File: src/rtl/seg_scan_driver_if.sv
`default_nettype none
// ============================================================================
// Module      : seg_scan_driver_if
// Description : Signal bundle between the code-box controller and the
//               multiplexed seven-segment scan driver.
//                 seg_in1    [8:0] right-digit pattern (a-g, dp, bit8 unused)
//                 seg_in2    [8:0] left-digit pattern, same encoding
//                 blank            force all segments dark
//                 blink_req        request blinking of the whole display
//                 seg_out    [7:0] shared segment bus
//                 dig_sel    [1:0] active-low digit select (bit0 = right)
//                 frame_tick       one-cycle pulse at end of each scan frame
//               master = pattern source, slave = scan driver.
// Revision    : 1.0 - initial release
// ============================================================================
interface seg_scan_driver_if;
    logic [8:0] seg_in1;
    logic [8:0] seg_in2;
    logic       blank;
    logic       blink_req;
    logic [7:0] seg_out;
    logic [1:0] dig_sel;
    logic       frame_tick;

    modport master (
        output seg_in1,
        output seg_in2,
        output blank,
        output blink_req,
        input  seg_out,
        input  dig_sel,
        input  frame_tick
    );

    modport slave (
        input  seg_in1,
        input  seg_in2,
        input  blank,
        input  blink_req,
        output seg_out,
        output dig_sel,
        output frame_tick
    );
endinterface
`default_nettype wire

File: src/rtl/seg_scan_driver.sv
`default_nettype none
// ============================================================================
// Module      : seg_scan_driver
// Description : Time-multiplexes two digit patterns onto one shared segment
//               bus. Scan order DEAD1 -> DIG1 -> DEAD2 -> DIG2, with all
//               digits dark during the DEAD slots to suppress ghosting. Each
//               pattern is snapshotted when its slot is entered so a slot
//               never shows a torn pattern. Outputs are registered.
// Ports       : clk             system clock
//               rst             asynchronous reset, active-high
//               bus (slave)     seg_in1/seg_in2/blank/blink_req in,
//                               seg_out/dig_sel/frame_tick out
// Parameters  : SCAN_DIV        cycles per digit slot (>=1)
//               DEAD_CYC        cycles of dead time before each slot (0 = none)
//               BLINK_DIV       cycles per blink half-period (>=1)
//               COMMON_ANODE    1 = seg_out active-low
// Macro       : SEG_BLINK_EN    builds the blink counter/phase logic; when
//                               undefined blink_req is ignored.
// Revision    : 1.0 - initial release
// ============================================================================
module seg_scan_driver #(
    parameter int SCAN_DIV     = 12000,
    parameter int DEAD_CYC     = 200,
    parameter int BLINK_DIV    = 6000000,
    parameter bit COMMON_ANODE = 1'b0
) (
    input  logic             clk,
    input  logic             rst,
    seg_scan_driver_if.slave bus
);

    // Slot counter is shared by DEAD and DIG slots, so it is sized for the
    // longer of the two.
    localparam int c_SLOT_MAX = (SCAN_DIV > DEAD_CYC) ? SCAN_DIV : DEAD_CYC;
    localparam int c_CNT_W    = (c_SLOT_MAX > 1) ? $clog2(c_SLOT_MAX) : 1;

    localparam logic [c_CNT_W-1:0] c_SCAN_LAST = c_CNT_W'(SCAN_DIV - 1);
    localparam logic [c_CNT_W-1:0] c_DEAD_LAST = c_CNT_W'((DEAD_CYC > 0) ? DEAD_CYC - 1 : 0);

    localparam logic [7:0] c_SEG_OFF = COMMON_ANODE ? 8'hFF : 8'h00;

    localparam logic [1:0] c_ST_DEAD1 = 2'd0;
    localparam logic [1:0] c_ST_DIG1  = 2'd1;
    localparam logic [1:0] c_ST_DEAD2 = 2'd2;
    localparam logic [1:0] c_ST_DIG2  = 2'd3;

    logic [1:0]         r_state;
    logic [1:0]         w_state_nxt;
    logic [c_CNT_W-1:0] r_cnt;
    logic [c_CNT_W-1:0] w_cnt_nxt;
    logic               w_slot_end;

    logic [7:0]         r_snap1;
    logic [7:0]         r_snap2;
    logic [7:0]         w_seg_pat;
    logic [7:0]         w_seg_drive;
    logic               w_in_dig;
    logic               w_dark;

    logic [7:0]         r_seg_out;
    logic [1:0]         r_dig_sel;
    logic               r_frame_tick;

    // ------------------------------------------------------------------
    // Scan FSM
    // ------------------------------------------------------------------
    always_ff @(posedge clk or posedge rst) begin
        if (rst) begin
            r_state <= c_ST_DEAD1;
            r_cnt   <= '0;
        end else begin
            r_state <= w_state_nxt;
            r_cnt   <= w_cnt_nxt;
        end
    end

    // With DEAD_CYC = 0 the DEAD slots end immediately; only the reset
    // state DEAD1 is ever occupied, for a single cycle.
    always_comb begin
        w_state_nxt = r_state;
        w_slot_end  = 1'b0;
        w_cnt_nxt   = r_cnt + c_CNT_W'(1);
        case (r_state)
            c_ST_DEAD1: begin
                w_slot_end = (DEAD_CYC == 0) || (r_cnt == c_DEAD_LAST);
                if (w_slot_end) w_state_nxt = c_ST_DIG1;
            end
            c_ST_DIG1: begin
                w_slot_end = (r_cnt == c_SCAN_LAST);
                if (w_slot_end) w_state_nxt = (DEAD_CYC == 0) ? c_ST_DIG2 : c_ST_DEAD2;
            end
            c_ST_DEAD2: begin
                w_slot_end = (DEAD_CYC == 0) || (r_cnt == c_DEAD_LAST);
                if (w_slot_end) w_state_nxt = c_ST_DIG2;
            end
            default: begin
                w_slot_end = (r_cnt == c_SCAN_LAST);
                if (w_slot_end) w_state_nxt = (DEAD_CYC == 0) ? c_ST_DIG1 : c_ST_DEAD1;
            end
        endcase
        if (w_slot_end) w_cnt_nxt = '0;
    end

    // ------------------------------------------------------------------
    // Pattern snapshot on slot entry (bit8 of each input is not displayed)
    // ------------------------------------------------------------------
    always_ff @(posedge clk or posedge rst) begin
        if (rst) begin
            r_snap1 <= 8'h00;
            r_snap2 <= 8'h00;
        end else begin
            if (w_slot_end && (w_state_nxt == c_ST_DIG1)) r_snap1 <= bus.seg_in1[7:0];
            if (w_slot_end && (w_state_nxt == c_ST_DIG2)) r_snap2 <= bus.seg_in2[7:0];
        end
    end

    // ------------------------------------------------------------------
    // Dark control (blank / blink)
    // ------------------------------------------------------------------
`ifdef SEG_BLINK_EN
    localparam int c_BLINK_W = (BLINK_DIV > 1) ? $clog2(BLINK_DIV) : 1;
    localparam logic [c_BLINK_W-1:0] c_BLINK_LAST = c_BLINK_W'(BLINK_DIV - 1);

    logic [c_BLINK_W-1:0] r_blink_cnt;
    logic                 r_blink_phase;
    logic                 r_blink_req_d;

    // A fresh request restarts the counter in the visible phase.
    always_ff @(posedge clk or posedge rst) begin
        if (rst) begin
            r_blink_cnt   <= '0;
            r_blink_phase <= 1'b0;
            r_blink_req_d <= 1'b0;
        end else begin
            r_blink_req_d <= bus.blink_req;
            if (!bus.blink_req || !r_blink_req_d) begin
                r_blink_cnt   <= '0;
                r_blink_phase <= 1'b0;
            end else if (r_blink_cnt == c_BLINK_LAST) begin
                r_blink_cnt   <= '0;
                r_blink_phase <= ~r_blink_phase;
            end else begin
                r_blink_cnt   <= r_blink_cnt + c_BLINK_W'(1);
            end
        end
    end

    assign w_dark = bus.blank | (bus.blink_req & r_blink_phase);

    logic w_unused_bits;
    assign w_unused_bits = bus.seg_in1[8] ^ bus.seg_in2[8];
`else
    assign w_dark = bus.blank;

    // Blink request and divider are kept for pin/parameter compatibility.
    logic w_unused_bits;
    assign w_unused_bits = bus.seg_in1[8] ^ bus.seg_in2[8] ^ bus.blink_req ^ (BLINK_DIV > 0);
`endif

    // ------------------------------------------------------------------
    // Output polarity
    // ------------------------------------------------------------------
    assign w_in_dig  = (r_state == c_ST_DIG1) || (r_state == c_ST_DIG2);
    assign w_seg_pat = (r_state == c_ST_DIG1) ? r_snap1 : r_snap2;

    generate
        if (COMMON_ANODE) begin : g_active_low
            assign w_seg_drive = ~w_seg_pat;
        end else begin : g_active_high
            assign w_seg_drive = w_seg_pat;
        end
    endgenerate

    // ------------------------------------------------------------------
    // Registered outputs: driven from the pre-edge state, so they trail
    // the FSM by one cycle. Digit select stays active while dark.
    // ------------------------------------------------------------------
    always_ff @(posedge clk or posedge rst) begin
        if (rst) begin
            r_seg_out    <= c_SEG_OFF;
            r_dig_sel    <= 2'b11;
            r_frame_tick <= 1'b0;
        end else begin
            r_seg_out    <= (w_in_dig && !w_dark) ? w_seg_drive : c_SEG_OFF;
            r_dig_sel    <= (r_state == c_ST_DIG1) ? 2'b10 :
                            (r_state == c_ST_DIG2) ? 2'b01 : 2'b11;
            r_frame_tick <= (r_state == c_ST_DIG2) && w_slot_end;
        end
    end

    assign bus.seg_out    = r_seg_out;
    assign bus.dig_sel    = r_dig_sel;
    assign bus.frame_tick = r_frame_tick;

endmodule
`default_nettype wire

File: src/flat_wrapper.sv
// flat-port wrapper written by rule: the top's interface ports become plain ports
module seg_scan_driver_flat 
#(
    parameter int SCAN_DIV     = 12000,
    parameter int DEAD_CYC     = 200,
    parameter int BLINK_DIV    = 6000000,
    parameter bit COMMON_ANODE = 1'b0
)
  (clk, rst, bus_seg_in1, bus_seg_in2, bus_blank, bus_blink_req, bus_seg_out, bus_dig_sel, bus_frame_tick);
  seg_scan_driver_if bus_i ();
  input  logic clk;
  input  logic rst;
  input wire logic [$bits(bus_i.seg_in1)-1:0] bus_seg_in1;
  input wire logic [$bits(bus_i.seg_in2)-1:0] bus_seg_in2;
  input wire logic [$bits(bus_i.blank)-1:0] bus_blank;
  input wire logic [$bits(bus_i.blink_req)-1:0] bus_blink_req;
  output wire logic [$bits(bus_i.seg_out)-1:0] bus_seg_out;
  output wire logic [$bits(bus_i.dig_sel)-1:0] bus_dig_sel;
  output wire logic [$bits(bus_i.frame_tick)-1:0] bus_frame_tick;
  assign bus_i.seg_in1 = bus_seg_in1;
  assign bus_i.seg_in2 = bus_seg_in2;
  assign bus_i.blank = bus_blank;
  assign bus_i.blink_req = bus_blink_req;
  assign bus_seg_out = bus_i.seg_out;
  assign bus_dig_sel = bus_i.dig_sel;
  assign bus_frame_tick = bus_i.frame_tick;
  seg_scan_driver #(.SCAN_DIV(SCAN_DIV), .DEAD_CYC(DEAD_CYC), .BLINK_DIV(BLINK_DIV), .COMMON_ANODE(COMMON_ANODE)) u_core (.clk(clk), .rst(rst), .bus(bus_i));
endmodule
File: config.mk
export PLATFORM = sky130hd
export DESIGN_NAME = seg_scan_driver_flat
export DESIGN_NICKNAME = d
export VERILOG_FILES = /design/src/rtl/seg_scan_driver_if.sv /design/src/rtl/seg_scan_driver.sv /design/src/flat_wrapper.sv
export SDC_FILE = /design/constraint.sdc
export NUM_CORES = 1
export LEC_CHECK = 0
export BUFFER_PORTS_ARGS = -buffer_cell sky130_fd_sc_hd__buf_4
export CAP_MARGIN = 30
export CORE_MARGIN = 1.5
export CORE_UTILIZATION = 50
export DETAILED_ROUTE_END_ITERATION = 8
export GPL_TIMING_DRIVEN = 1
export PLACE_DENSITY = 0.73
export SYNTH_ARGS = -nofsm -noshare
export SYNTH_HDL_FRONTEND = slang
export SYNTH_SLANG_ARGS = --single-unit
File: constraint.sdc
create_clock -name clk -period 3.4 [get_ports clk]
set_input_delay 0.17 -clock clk [delete_from_list [all_inputs] [get_ports clk]]
set_output_delay 0.17 -clock clk [all_outputs]
set_load 0.05 [all_outputs]
Word level (Yosys, flattened, before mapping)
Cells that the tools add are included.
{"block": "op_classes", "n_addsub": 1, "n_eq_ne": 7, "n_mux": 11, "reduce_logical": 8}
{"op": "$mux 8", "count": 2}
{"op": "$add 14x1->14 const B", "count": 1}
{"op": "$eq 14x14->1 const B", "count": 1}
{"op": "$eq 14x8->1 const B", "count": 1}
{"op": "$mux 14", "count": 1}
{"op": "$mux 2", "count": 6}
{"op": "$eq 2x2->1 const B", "count": 3}
{"op": "$pmux 2 s3", "count": 1}
{"op": "$eq 2x1->1 const B", "count": 2}
{"op": "$logic_and 1x1->1", "count": 4}
{"op": "$logic_not 2->1", "count": 1}
{"op": "$reduce_or 2->1", "count": 1}
{"op": "$logic_not 1->1", "count": 1}
{"op": "$logic_or 1x1->1", "count": 1}
{"op": "$mux 1", "count": 1}
{"block": "totals", "reg_bits": 43, "inputBits": 22, "output_inout_bits": 11, "wordCells": 34}

Logic depth before layout (Yosys ltp)
{"block": "logic_depth", "depth_word": 5, "mapped_depth": 5, "ltp_nobuf": 5}

Worst setup path after synthesis
Ideal clock, no wire load.
{"block": "synth_timing", "path_type": "register to register", "startpoint": "register u_core.r_cnt[3]", "endpoint": "register u_core.r_snap1[1]", "setup_ns": 0.125, "arrival_ns": 2.185, "t_required_ns": 3.275, "setup_slack_ns": 1.090, "path_stages_with_launch": 5, "n_path_buf": 0, "synth_period_minus_slack_ns": 2.310, "cell_sequence": "dfrtp_1 or4b_1 or4_4 nor4_4 mux2_2"}
{"block": "synth_via", "elab_chain_cells": 5, "elab_cells_between_ends": 10, "classes_between": "eq/ne (3); mux (6); reduce/logical (1)"}
{"item": "start, declared", "line_no": "seg_scan_driver.sv:49", "source": "logic [c_CNT_W-1:0] r_cnt;"}
{"item": "start signal, assigned", "line_no": "seg_scan_driver.sv:73", "source": "r_cnt <= w_cnt_nxt;"}
{"item": "$eq 14x14->1 / $eq 14x8->1 (equally long branches)"}
{"item": "$mux 2, on equally long branches"}
{"item": "$pmux 2 s3", "line_no": "seg_scan_driver.sv:83", "source": "case (r_state)"}
{"item": "$eq 2x1->1", "line_no": "seg_scan_driver.sv:112", "source": "if (w_slot_end && (w_state_nxt == c_ST_DIG1)) r_snap1 <= bus.seg_in1[7:0];"}
{"item": "$logic_and 1x1->1 *", "line_no": "seg_scan_driver.sv:112"}
{"item": "end signal, assigned", "line_no": "seg_scan_driver.sv:112"}
{"item": "end, declared", "line_no": "seg_scan_driver.sv:53", "source": "logic [7:0] r_snap1;"}
Every way passes the cells marked *; elsewhere a longest branch is shown, timed or not.
A chain may end at the register's enable or synchronous reset.

Final worst setup path
{"block": "layout_timing", "startpoint": "register u_core.r_cnt[3]", "endpoint": "register u_core.r_snap1[4]"}
Same word-level chain as after synthesis.

==> results <==
- The run finished with clean final reports.
- The die height is 63.4 um.
- Setup violations remaining at the end of the flow were counted as 0.
- The number of cell instances on the worst register-to-register path is 4.
- The number of slew-limit violations in the final report is 0.
- The tool flagged a number of max-cap violations equal to 0.
- The signal on the critical path passes through or4b_1, or4_4, nor4_4, mux2_2.
- The worst min-delay path endpoint is u_core.r_snap1[3]$_DFFE_PP0P_.
- The multi-input combinational cells in the finished layout cover a total of 708 um^2.
- The share of the Yosys chip area taken by registers is 59.1%.
- The highest metal layer with signal wires is met4.
- The critical path capture point type is a flop.
- The total global routing track utilization is 18.0%.
- Counting every instance in the synthesized netlist gives 147.
- The wire length per cell after detailed routing is 13.6 um.
- The top-level port count is 33.
- Clock skew on the completed layout was measured at 0.00912 ns.
- The average via count per standard cell is 5.18.
- The clock slew at the register clock pins of the worst setup and hold paths is 0.13 ns.
- The routed design has 3100 um of wire.
- The count of buffers inserted at the top-level ports is 29.
- The hold slack is 0.0331 ns.
- After floorplanning, the core was divided into 21 placement rows.
- The kind of path behind the tightest hold check is input port to flop.
- The wire length the detailed router placed on met1 is 1340 um.
- The post-CTS setup buffer count is 0.
- The horizontal extent of the die is 63.4 um.
- For the worst setup path, the data required time is 3.65 ns.
- The launch point of the critical path is u_core.r_cnt[3]$_DFF_PP0_.
- After detailed routing, the number of remaining DRC violations is 0.
- The number of hold buffers added after CTS was 1.
- The number of nets still failing antenna checks after routing is 0.
- The kind of critical path is flop to flop.
- The sequential cells in the finished layout cover a total of 0.00108 mm^2.
- The number of warnings issued by yosys is 0.
- The met3 routed wirelength is 124 um.
- The number of antenna violations at the first check in global routing is 0.
- At the worst endpoint, the arrival time is 2.82 ns.
- The beginning of the worst register-to-register path is u_core.r_cnt[3]$_DFF_PP0_.
- The via count of the first global-routing pass is 1222.
- The slowest stage of the critical path is the sky130_fd_sc_hd__nor4_4 cell.
- The number of buffers on the longest clock path is 2.
- The initial core utilization is 53.4%.
- The post-synthesis net count is 170.
- The largest incremental delay on the critical path is 0.58 ns.
- The layout overhead on the synthesized area is 21.0%.
- The count of different cell masters after synthesis is 26.
- The routed design could run at a clock period as short as 2.57 ns.
- The post-synthesis cell area is 0.00182 mm^2.
- Entering global routing, the biggest net connects 22 pins.
- The number of buffers and inverters on the critical path is 0.
- The TritonCTS clock tree is built.
- After global routing the overflow that remains totals 0.
- The clock net in this run drives a total of 43 sinks.
- The wire length on met2 is 1590 um.
- In the finished design, the share of the clock period the worst path needs comes to 75.7%.
- Once detailed placement completed, the half-perimeter wirelength came to 2290 um.
- The total power is 0.859 mW.
- The layout has 276 filler cells.
- The highest fanout seen on the critical path is 8.
- The detailed router placed 1180 vias in this run.
- The die area is 0.00402 mm^2.
- The final layout contains 204 nets.
- The family of cells with the greatest summed delay on the critical path is simple AND/OR/NAND/NOR gates.
- Power spread over the standard cell area amounts to 389 mW/mm^2.
- The congestion estimate from routability-driven global placement came to 0.726.
- The maximum level of the CTS H-tree is 2.
- The startpoint of the most critical hold path is bus_seg_in1[3].
- At the pin with the least slew margin, the transition time is 0.775 ns.
- After synthesis the netlist holds a flip-flop and latch count of 43.
- The hold path depth is 2.
- The first global-routing pass estimated 5460 um of wire.
- The static power due to leakage is 0.987 nW.
- Setup repair after global routing left no endpoint under its margin.
- In this run the standard cell core region covers 0.00342 mm^2.
- The post-CTS resize count is 0.
- STA classifies the critical path startpoint as a flop.
- The endpoint of the worst register-to-register path is u_core.r_snap1[4]$_DFFE_PP0P_.
- The total negative slack is 0 ns.
- The cell sitting at the root of the clock tree is a sky130_fd_sc_hd__clkbuf_4.
- Before antenna repair, the detailed router went through 4 iterations.
- The reg-to-reg setup timing slack is 0.83 ns.
- The highest attainable clock frequency is 0.388 GHz.
- The total CTS buffers is 5.
- The fraction of layout instances using a drive strength above 1 is 33.0%.
- In this run the tightest slew margin relative to its limit is 48.3%.
- The antenna cell count is 0.
- The DRC violation total after the first TritonRoute iteration is 42.
- A synthesized cell averages 12.4 um^2.
- Across the VDD grid, the largest voltage drop is 0.000314 V.
- Clock latency on the worst-skew pair, taken at its later pin, is 0.36 ns.
- The final-report hold violation count was 0.
registers in the layout (all words and copies together) (netlist names):
name / count
u_core.bus.seg_out: 8
u_core.r_snap1: 8
u_core.r_cnt: 14
u_core.bus.frame_tick: 1
u_core.r_state: 2
u_core.r_snap2: 8
u_core.bus.dig_sel: 2
cells in the final DEF (no fill, tap or decap), drive strengths merged, types with 2 or more instances in the layout:
cell / n
buf: 31
clkbuf: 5
clkinv: 2
dfrtp: 41
dfstp: 2
inv: 5
mux2: 16
mux2i: 8
nand2: 5
nand2b: 2
nand3: 7
nand4: 4
nor2: 20
nor3: 2
nor4: 8
xnor2: 9
xor2: 4
cells in the mapped netlist (all sizes together):
cell type	count	area share, %
dfrtp	41	56
nor2	20	4.1
mux2	16	9.9
xnor2	9	4.3
mux2i	8	4.4
nor4	8	4.4
nand3	7	1.9
clkbuf	5	1.0
inv	5	1.0
nand2	5	1.0
nand4	4	1.4
xor2	4	1.9
dfstp	2	2.9
nand2b	2	0.69
nor3	2	0.55
a21oi	1	0.27
and3	1	0.34
ha	1	0.69
nor2b	1	0.34
nor4b	1	0.48
o22a	1	0.48
or3b	1	0.48
or4	1	0.62
or4b	1	0.55
through the flow:
stage	worst slack [ns]	std cells	area, um^2	util [%]
after floorplan	1.09	147	1820	-
after global placement	0.890	218	2090	61.1
after detailed placement	0.832	219	2120	61.9
after CTS	0.812	228	2210	64.6
after global routing	0.739	228	2210	64.6
final	0.825	228	2210	64.6
how the worst max path moves through the flow:
stage / endpoint / slack, ns / cells past startpoint
3_3_place_gp: u_core.r_snap2[4]$_DFFE_PP0P_ / 0.89 / 4
6_report: u_core.r_snap1[4]$_DFFE_PP0P_ / 0.83 / 4
2_1_floorplan: u_core.r_snap1[1]$_DFFE_PP0P_ / 1.09 / 4
5_1_grt: u_core.r_snap1[5]$_DFFE_PP0P_ / 0.74 / 4
4_1_cts: u_core.r_snap1[4]$_DFFE_PP0P_ / 0.81 / 4
3_5_place_dp: u_core.r_snap1[5]$_DFFE_PP0P_ / 0.83 / 4
area by class of cell:
cell class,instances,area share (%)
Clock inverter,3,1.98
Sequential cell,43,48.9
Inverter,5,0.850
Multi-Input combinational cell,94,32.1
Timing Repair Buffer,32,11.9
Tap cell,46,2.61
Clock buffer,5,1.70
cells by family after synthesis:
| kind of cell | after synthesis | share of synthesized area (%) |
|---|---|---|
| muxes | 24 | 14.3 |
| adders and majority gates | 1 | 0.686 |
| buffers and inverters | 10 | 2.06 |
| DFF | 43 | 59.1 |
| and+or+nand+nor | 54 | 16.9 |
| AOI/OAI and AO/OA | 2 | 0.754 |
| xor gates and xnor gates | 13 | 6.24 |
layer usage:
layer / vias up / track usage, %
met5: - / 0
met1: 580 / 21.6
li1: 574 / -
met2: 20 / 29.5
met4: 0 / 8.15
met3: 6 / 5.71
power breakdown:
part | internal, mW | switching [mW]
Combinational | 0.0178 | 0.0125
Clock | 0.155 | 0.162
Sequential | 0.511 | 0
Total | 0.684 | 0.175
Power figures use the tool's default switching activity.
